[config.mk]
export PLATFORM = sky130hd
export DESIGN_NAME = an_residue_barrett
export DESIGN_NICKNAME = d
export VERILOG_FILES = /design/src/rtl/an_residue_barrett.sv
export SDC_FILE = /design/constraint.sdc
export NUM_CORES = 1
export LEC_CHECK = 0
export BUFFER_PORTS_ARGS = -buffer_cell sky130_fd_sc_hd__buf_2
export CORE_MARGIN = 4
export CORE_UTILIZATION = 57
export DETAILED_ROUTE_END_ITERATION = 16
export GPL_ROUTABILITY_DRIVEN = 0
export PLACE_DENSITY = 0.8
export SYNTH_ARGS = -nofsm -noshare
export SYNTH_HDL_FRONTEND = slang
export SYNTH_SLANG_ARGS = --single-unit
[constraint.sdc]
create_clock -name clk -period 3.2 [get_ports clk]
set_input_delay 0.16 -clock clk [delete_from_list [all_inputs] [get_ports clk]]
set_output_delay 0.16 -clock clk [all_outputs]
set_load 0.005 [all_outputs]
[src/rtl/an_residue_barrett.sv]
// AN-code residue checker: three-stage Barrett reduction of a received codeword
// modulo A, with valid/ready flow control and saturating word/error counters.
module an_residue_barrett #(
    parameter int A = 13,
    parameter int N = 6,
    parameter int R = 4,
    parameter int K = 8,
    parameter int M = 19
) (
    input  logic         clk,
    input  logic         rst_n,
    input  logic         in_valid,
    output logic         in_ready,
    input  logic [N-1:0] in_codeword,
    output logic         out_valid,
    input  logic         out_ready,
    output logic [N-1:0] out_codeword,
    output logic [R-1:0] out_residue,
    output logic         out_err,
    output logic [7:0]   word_cnt,
    output logic [7:0]   err_cnt
);

    localparam int            PW      = N + 5;
    localparam int            QW      = PW - K;
    localparam logic [R:0]    A_R     = (R+1)'(A);
    localparam logic [PW-1:0] M_P     = PW'(M);
    localparam logic [7:0]    CNT_MAX = 8'hFF;

    // Barrett remainder lies in [0, 2A), so one conditional subtract finishes it.
    function automatic logic [R-1:0] fold_residue(input logic [R:0] r);
        logic [R:0] t;
        if (r >= A_R) begin
            t = r - A_R;
        end else begin
            t = r;
        end
        return t[R-1:0];
    endfunction

    logic          advance_s;
    logic [PW-1:0] p_s;
    logic [QW-1:0] q_s;
    logic [N-1:0]  qa_s;
    logic [R:0]    r_s;
    logic [R-1:0]  res_s;

    logic          v1_r;
    logic [N-1:0]  x1_r;
    logic [PW-1:0] p1_r;
    logic          v2_r;
    logic [N-1:0]  x2_r;
    logic [R:0]    r2_r;

    // Global pipeline advance and per-stage arithmetic.
    always_comb begin
        advance_s = !out_valid || out_ready;
        in_ready  = advance_s;
        p_s       = PW'(in_codeword) * M_P;
        q_s       = QW'(p1_r >> K);
        qa_s      = N'(q_s * A);
        r_s       = (R+1)'(x1_r - qa_s);
        res_s     = fold_residue(r2_r);
    end

    // Pipeline stages: all load together on advance, all hold otherwise.
    always_ff @(posedge clk or negedge rst_n) begin
        if (!rst_n) begin
            v1_r         <= 1'b0;
            x1_r         <= {N{1'b0}};
            p1_r         <= {PW{1'b0}};
            v2_r         <= 1'b0;
            x2_r         <= {N{1'b0}};
            r2_r         <= {(R+1){1'b0}};
            out_valid    <= 1'b0;
            out_codeword <= {N{1'b0}};
            out_residue  <= {R{1'b0}};
            out_err      <= 1'b0;
        end else if (advance_s) begin
            v1_r         <= in_valid;
            x1_r         <= in_codeword;
            p1_r         <= p_s;
            v2_r         <= v1_r;
            x2_r         <= x1_r;
            r2_r         <= r_s;
            out_valid    <= v2_r;
            out_codeword <= x2_r;
            out_residue  <= res_s;
            out_err      <= (res_s != {R{1'b0}});
        end
    end

    // Saturating transfer counters; input and output sides count independently.
    always_ff @(posedge clk or negedge rst_n) begin
        if (!rst_n) begin
            word_cnt <= 8'd0;
            err_cnt  <= 8'd0;
        end else begin
            if (in_valid && advance_s && (word_cnt != CNT_MAX)) begin
                word_cnt <= word_cnt + 8'd1;
            end
            if (out_valid && out_ready && out_err && (err_cnt != CNT_MAX)) begin
                err_cnt <= err_cnt + 8'd1;
            end
        end
    end

endmodule

Yosys cells after proc, flatten, opt, wreduce, memory -nomap -nowiden
Index checks and enable logic that the tools add are counted.
Storage, ports and cells
  bits in registers: 58
  bits of input ports: 10
  word-level logic and storage cells: 30
Cells by class
  add/subtract/negate cells: 4
  $mul: 2
  magnitude comparators: 1
  equality and inequality tests: 2
  mux-type cells: 1
  reductions and logical operators: 8
Operators with widths (count)
  $add 8x1->8 const B: 2
  $ne 8x8->1 const B: 2
  $mul 6x5->11 const B: 1
  $ge 5x4->1 const B: 1
  $logic_and 1x1->1: 5
  $mul 3x4->5 const B: 1
  $sub 5x5->5: 1
  $mux 4: 1
  $reduce_bool 4->1: 1
  $sub 4x4->4 const B: 1
  $logic_not 1->1: 1
  $logic_or 1x1->1: 1

Longest topological paths before layout
  depth after elaboration: 4
  depth in mapped cells: 8
  mapped depth without buffers: 8

Least setup slack after synthesis
No wires, ideal clock.
  kind: register to register
  from: reg p1_r[8]
  to: reg r2_r[4]
  setup time: 0.083 ns
  arrival time: 2.150 ns
  setup slack: 0.968 ns
  stages on the path, launching flop included: 8
  path buffers: 0
  cells stage by stage: dfrtp_1 ha_1 fa_1 inv_1 ha_1 a21oi_1 xnor3_1 o21ai_0
On the way
  word-level cells in the longest chain between the ends: 2
RTL lines
  start, declared: line 50  | logic [PW-1:0] p1_r;
  start signal, assigned: line 71  | p1_r <= {PW{1'b0}};
  start signal, assigned: line 82  | p1_r <= p_s;
  $mul 3x4->5: line 61  | qa_s = N'(q_s * A);
  $sub 5x5->5: line 62  | r_s = (R+1)'(x1_r - qa_s);
  end signal, assigned: line 74  | r2_r <= {(R+1){1'b0}};
  end signal, assigned: line 85  | r2_r <= r_s;
  end, declared: line 53  | logic [R:0] r2_r;
Every way passes these cells.
A chain may end at the register's enable or synchronous reset.

Final worst setup path
Ends and elaborated chain as after synthesis.

==> results.txt <==
----------------------------------------------------
[Status]
  Run status ... completed

[Setup path]
  CP arrival ... 2590 ps
  Worst setup path class ... reg -> reg
  Kind of launch point of the worst setup path ... flip-flop
  Kind of end point of the critical path ... flip-flop
  Required time at the worst-slack endpoint ... 3420 ps
  Top fanout value on the critical path ... 5

[Timing]
  Crit share post-route ... 74.1%
  Fmax achieved ... ~0.42 GHz
  Number of endpoints failing setup at the final stage ... 0
  Setup tns final ... 0 ps
  Tightest slew margin relative to the limit ... 29.5%
  Minimum period implied by the final worst setup slack ... about 2400 ps
  Final Max Tran Viols ... 0
  Count of final hold-check violations ... 0
  RSZ-0062 raised after global routing ... false
  Worst Clk Skew ... 6.25 ps
  Transition time at the pin with the least slew margin ... roughly 1100 ps

[Yosys]
  Post-synthesis async set-or-reset flop share ... 100%
  Gate count of the mapped netlist ... between 200 and 300
  Synthesized netlist net count ... 304
  Register bit count reported by yosys ... 50
  Synth Area per Inst ... 10.1 um2
  Library cells used by synthesis ... 40
  Number of warnings printed during yosys synthesis ... 0
  Syn Std Cell Area ... 2700 um2
  Sequential cell area fraction in the yosys report ... 46.3%
  Number of flops mapped to enable cells by yosys ... 0
  Primary FF master, synth ... sky130_fd_sc_hd__dfrtp_1

[Routing]
  Wire length per cell ... about 13 um
  Via count ... slightly below 2000
  Remaining design rule violation count ... 0
  Starting DRC count in detailed routing ... 100
  Count of TritonRoute iterations in the first routing pass ... 4
  Via density per instance ... 5.46
  Final Routed Wirelength ... a little under 5 mm
  Count of nets left with antenna violations after detail routing ... 0

[Power and ir drop]
  Power per Cell Area ... 858 nW/um2
  Leakage power ... 1.52 nW
  Worst IR Drop VDD ... 0.406 mV

[CTS]
  CTS H-Tree Depth ... 2
  Insertion delay to the later sink of the worst-skew pair ... 300 ps
  Count of cells resized by post-cts repair ... 0
  Clock tree from TritonCTS ... built
  Number of buffers on the longest clock path ... 2
  Post-CTS Hold Buffers ... 0
  Setup Buffers After CTS ... 0
  Number of clock buffers inserted by TritonCTS ... 5
  Clk Tree Root Cell ... sky130_fd_sc_hd__clkbuf_8
  Count of clock tree sinks ... 50
  Clock-pin slew of the registers on the worst-case setup and hold paths ... 80 ps

[Run]
  Number of maximum-capacitance violations ... 0

[Worst hold path]
  Min-delay worst type ... in -> async

[Floorplanning]
  # IOs ... 39
  Starting density of the core ... 60.4%
  Placement Rows ... 24
  Height of the die ... 76.9 um
  Core region area ... 4470 um2
  Die Outline Area ... 5910 um2
  Die X ... 76.9 um

[Placed design]
  Port bufs ... 38
  HPWL reported at the end of detailed placement ... around 3.6 mm
  Placed insts ... 351

[Cells and area]
  Final antenna diode count ... 0
  Layout cells sized above 1 ... 19.3%
  Most used cells in the layout excluding fill and tap cells ... sky130_fd_sc_hd__nand2_1 (63), sky130_fd_sc_hd__dfrtp_1 (50), sky130_fd_sc_hd__buf_2 (38), sky130_fd_sc_hd__ha_1 (24), sky130_fd_sc_hd__inv_1 (13)
  Layout-stage area growth over the synthesis result ... 11.7%
  Final net count ... 343
  Number of fillers in the final layout ... 363
  Final non-filler cell total ... around 360
  Most frequent standard cell in the layout excluding fill and tap cells ... sky130_fd_sc_hd__nand2_1

[Global routing]
  First-pass GRT wire length ... 8.74 mm
  Total track usage ... between 10% and 20%
  Maximum number of pins on one net before global-route repair ... 51
  Via count of the first global-routing pass ... ~2000
  Initial antenna violation count ... 0
  Aggregate global routing overflow ... 0

----------------------------------------------------
-- Yosys cell counts, types with 4 or more instances --
cell type / instances / area, um2
sky130_fd_sc_hd__ha_1: 24 / 300
sky130_fd_sc_hd__mux2_2: 5 / 56.3
sky130_fd_sc_hd__xnor2_1: 11 / 96.3
sky130_fd_sc_hd__nand3_1: 6 / 30.0
sky130_fd_sc_hd__nand4_1: 4 / 25.0
sky130_fd_sc_hd__nand2_1: 63 / 236
sky130_fd_sc_hd__nand2b_1: 7 / 43.8
sky130_fd_sc_hd__a21oi_1: 10 / 50.1
sky130_fd_sc_hd__xor2_1: 7 / 61.3
sky130_fd_sc_hd__o21ai_0: 12 / 60.1
sky130_fd_sc_hd__nor2_1: 9 / 33.8
sky130_fd_sc_hd__clkbuf_1: 4 / 15.0
sky130_fd_sc_hd__inv_1: 13 / 48.8
sky130_fd_sc_hd__dfrtp_1: 50 / 1250
-- logic make-up after synthesis --
family,Yosys count,share of synthesized area (%)
compound gates,38,9.49
xor+xnor,19,6.67
fa+ha+maj,27,13.3
buf+inv,21,3.19
flops,50,46.3
mux,7,2.87
simple gates,105,18.1
-- through the flow --
stage                     setup WS, ps  total power [mW]  hold WS (ps)  util, %  instance area (um2)
after floorplan                    968              1.91          -136        -                 2700
after global placement             927              2.20           410     65.6                 2940
after detailed placement           836              2.26           415     65.6                 2940
after CTS                          814              2.62          90.6     67.4                 3020
after global routing               674              2.85           120     67.4                 3020
final                              828              2.59          54.2     67.4                 3020
-- routing by layer --
layer	vias to the layer above	wire length (um)	global-route usage, %
li1	985	-	-
met1	923	2190	21.6
met2	41	2360	32.1
met3	4	219	4.22
met4	0	65	5.98
met5	-	0	0
-- registers in the layout, summed over array words and instances (netlist names) --
name          cells
r2_r              5
out_residue       4
out_codeword      6
v1_r              1
out_err           1
err_cnt           8
p1_r              3
out_valid         1
word_cnt          8
x2_r              6
x1_r              6
v2_r              1
-- layout make-up --
| class | instances | area [um2] | area share (%) |
|---|---|---|---|
| clock buffer | 5 | 68.8 | 2.28 |
| tap | 52 | 65.1 | 2.16 |
| sequential | 50 | 1250 | 41.5 |
| clock inverter | 2 | 13.8 | 0.456 |
| multi-input combinational | 196 | 1370 | 45.2 |
| inverter | 13 | 48.8 | 1.62 |
| timing repair buffer | 40 | 205 | 6.80 |
-- path summary, 6_finish.rpt --
check	cells after the start	startpoint	end	slack (ps)
min in group clk	3	in_codeword[0]	x1_r[0]	110
worst max-delay path	7	p1_r[8]	r2_r[4]	830
worst min-delay path	1	rst_n	out_residue[3]	50
worst min register to register	2	v2_r	v2_r	470
max in group asynchronous	1	rst_n	x1_r[3]	2500
worst max register to register	7	p1_r[8]	r2_r[4]	830
-- worst max-delay path: stages (launching register included) --
cell and delay (ps):
sky130_fd_sc_hd__dfrtp_1 450, sky130_fd_sc_hd__ha_1 350, sky130_fd_sc_hd__fa_1 500, sky130_fd_sc_hd__inv_1 40, sky130_fd_sc_hd__ha_1 310, sky130_fd_sc_hd__a21oi_1 170, sky130_fd_sc_hd__xnor3_1 310, sky130_fd_sc_hd__o21ai_0 150
-- power by group --
part           switching, mW  total (mW)  internal, mW
Sequential             0.232        1.12         0.884
Clock                  0.196       0.347         0.151
Combinational          0.545        1.13         0.582
Total                  0.973        2.59          1.62
No activity file was read; power rests on OpenSTA's default activity.
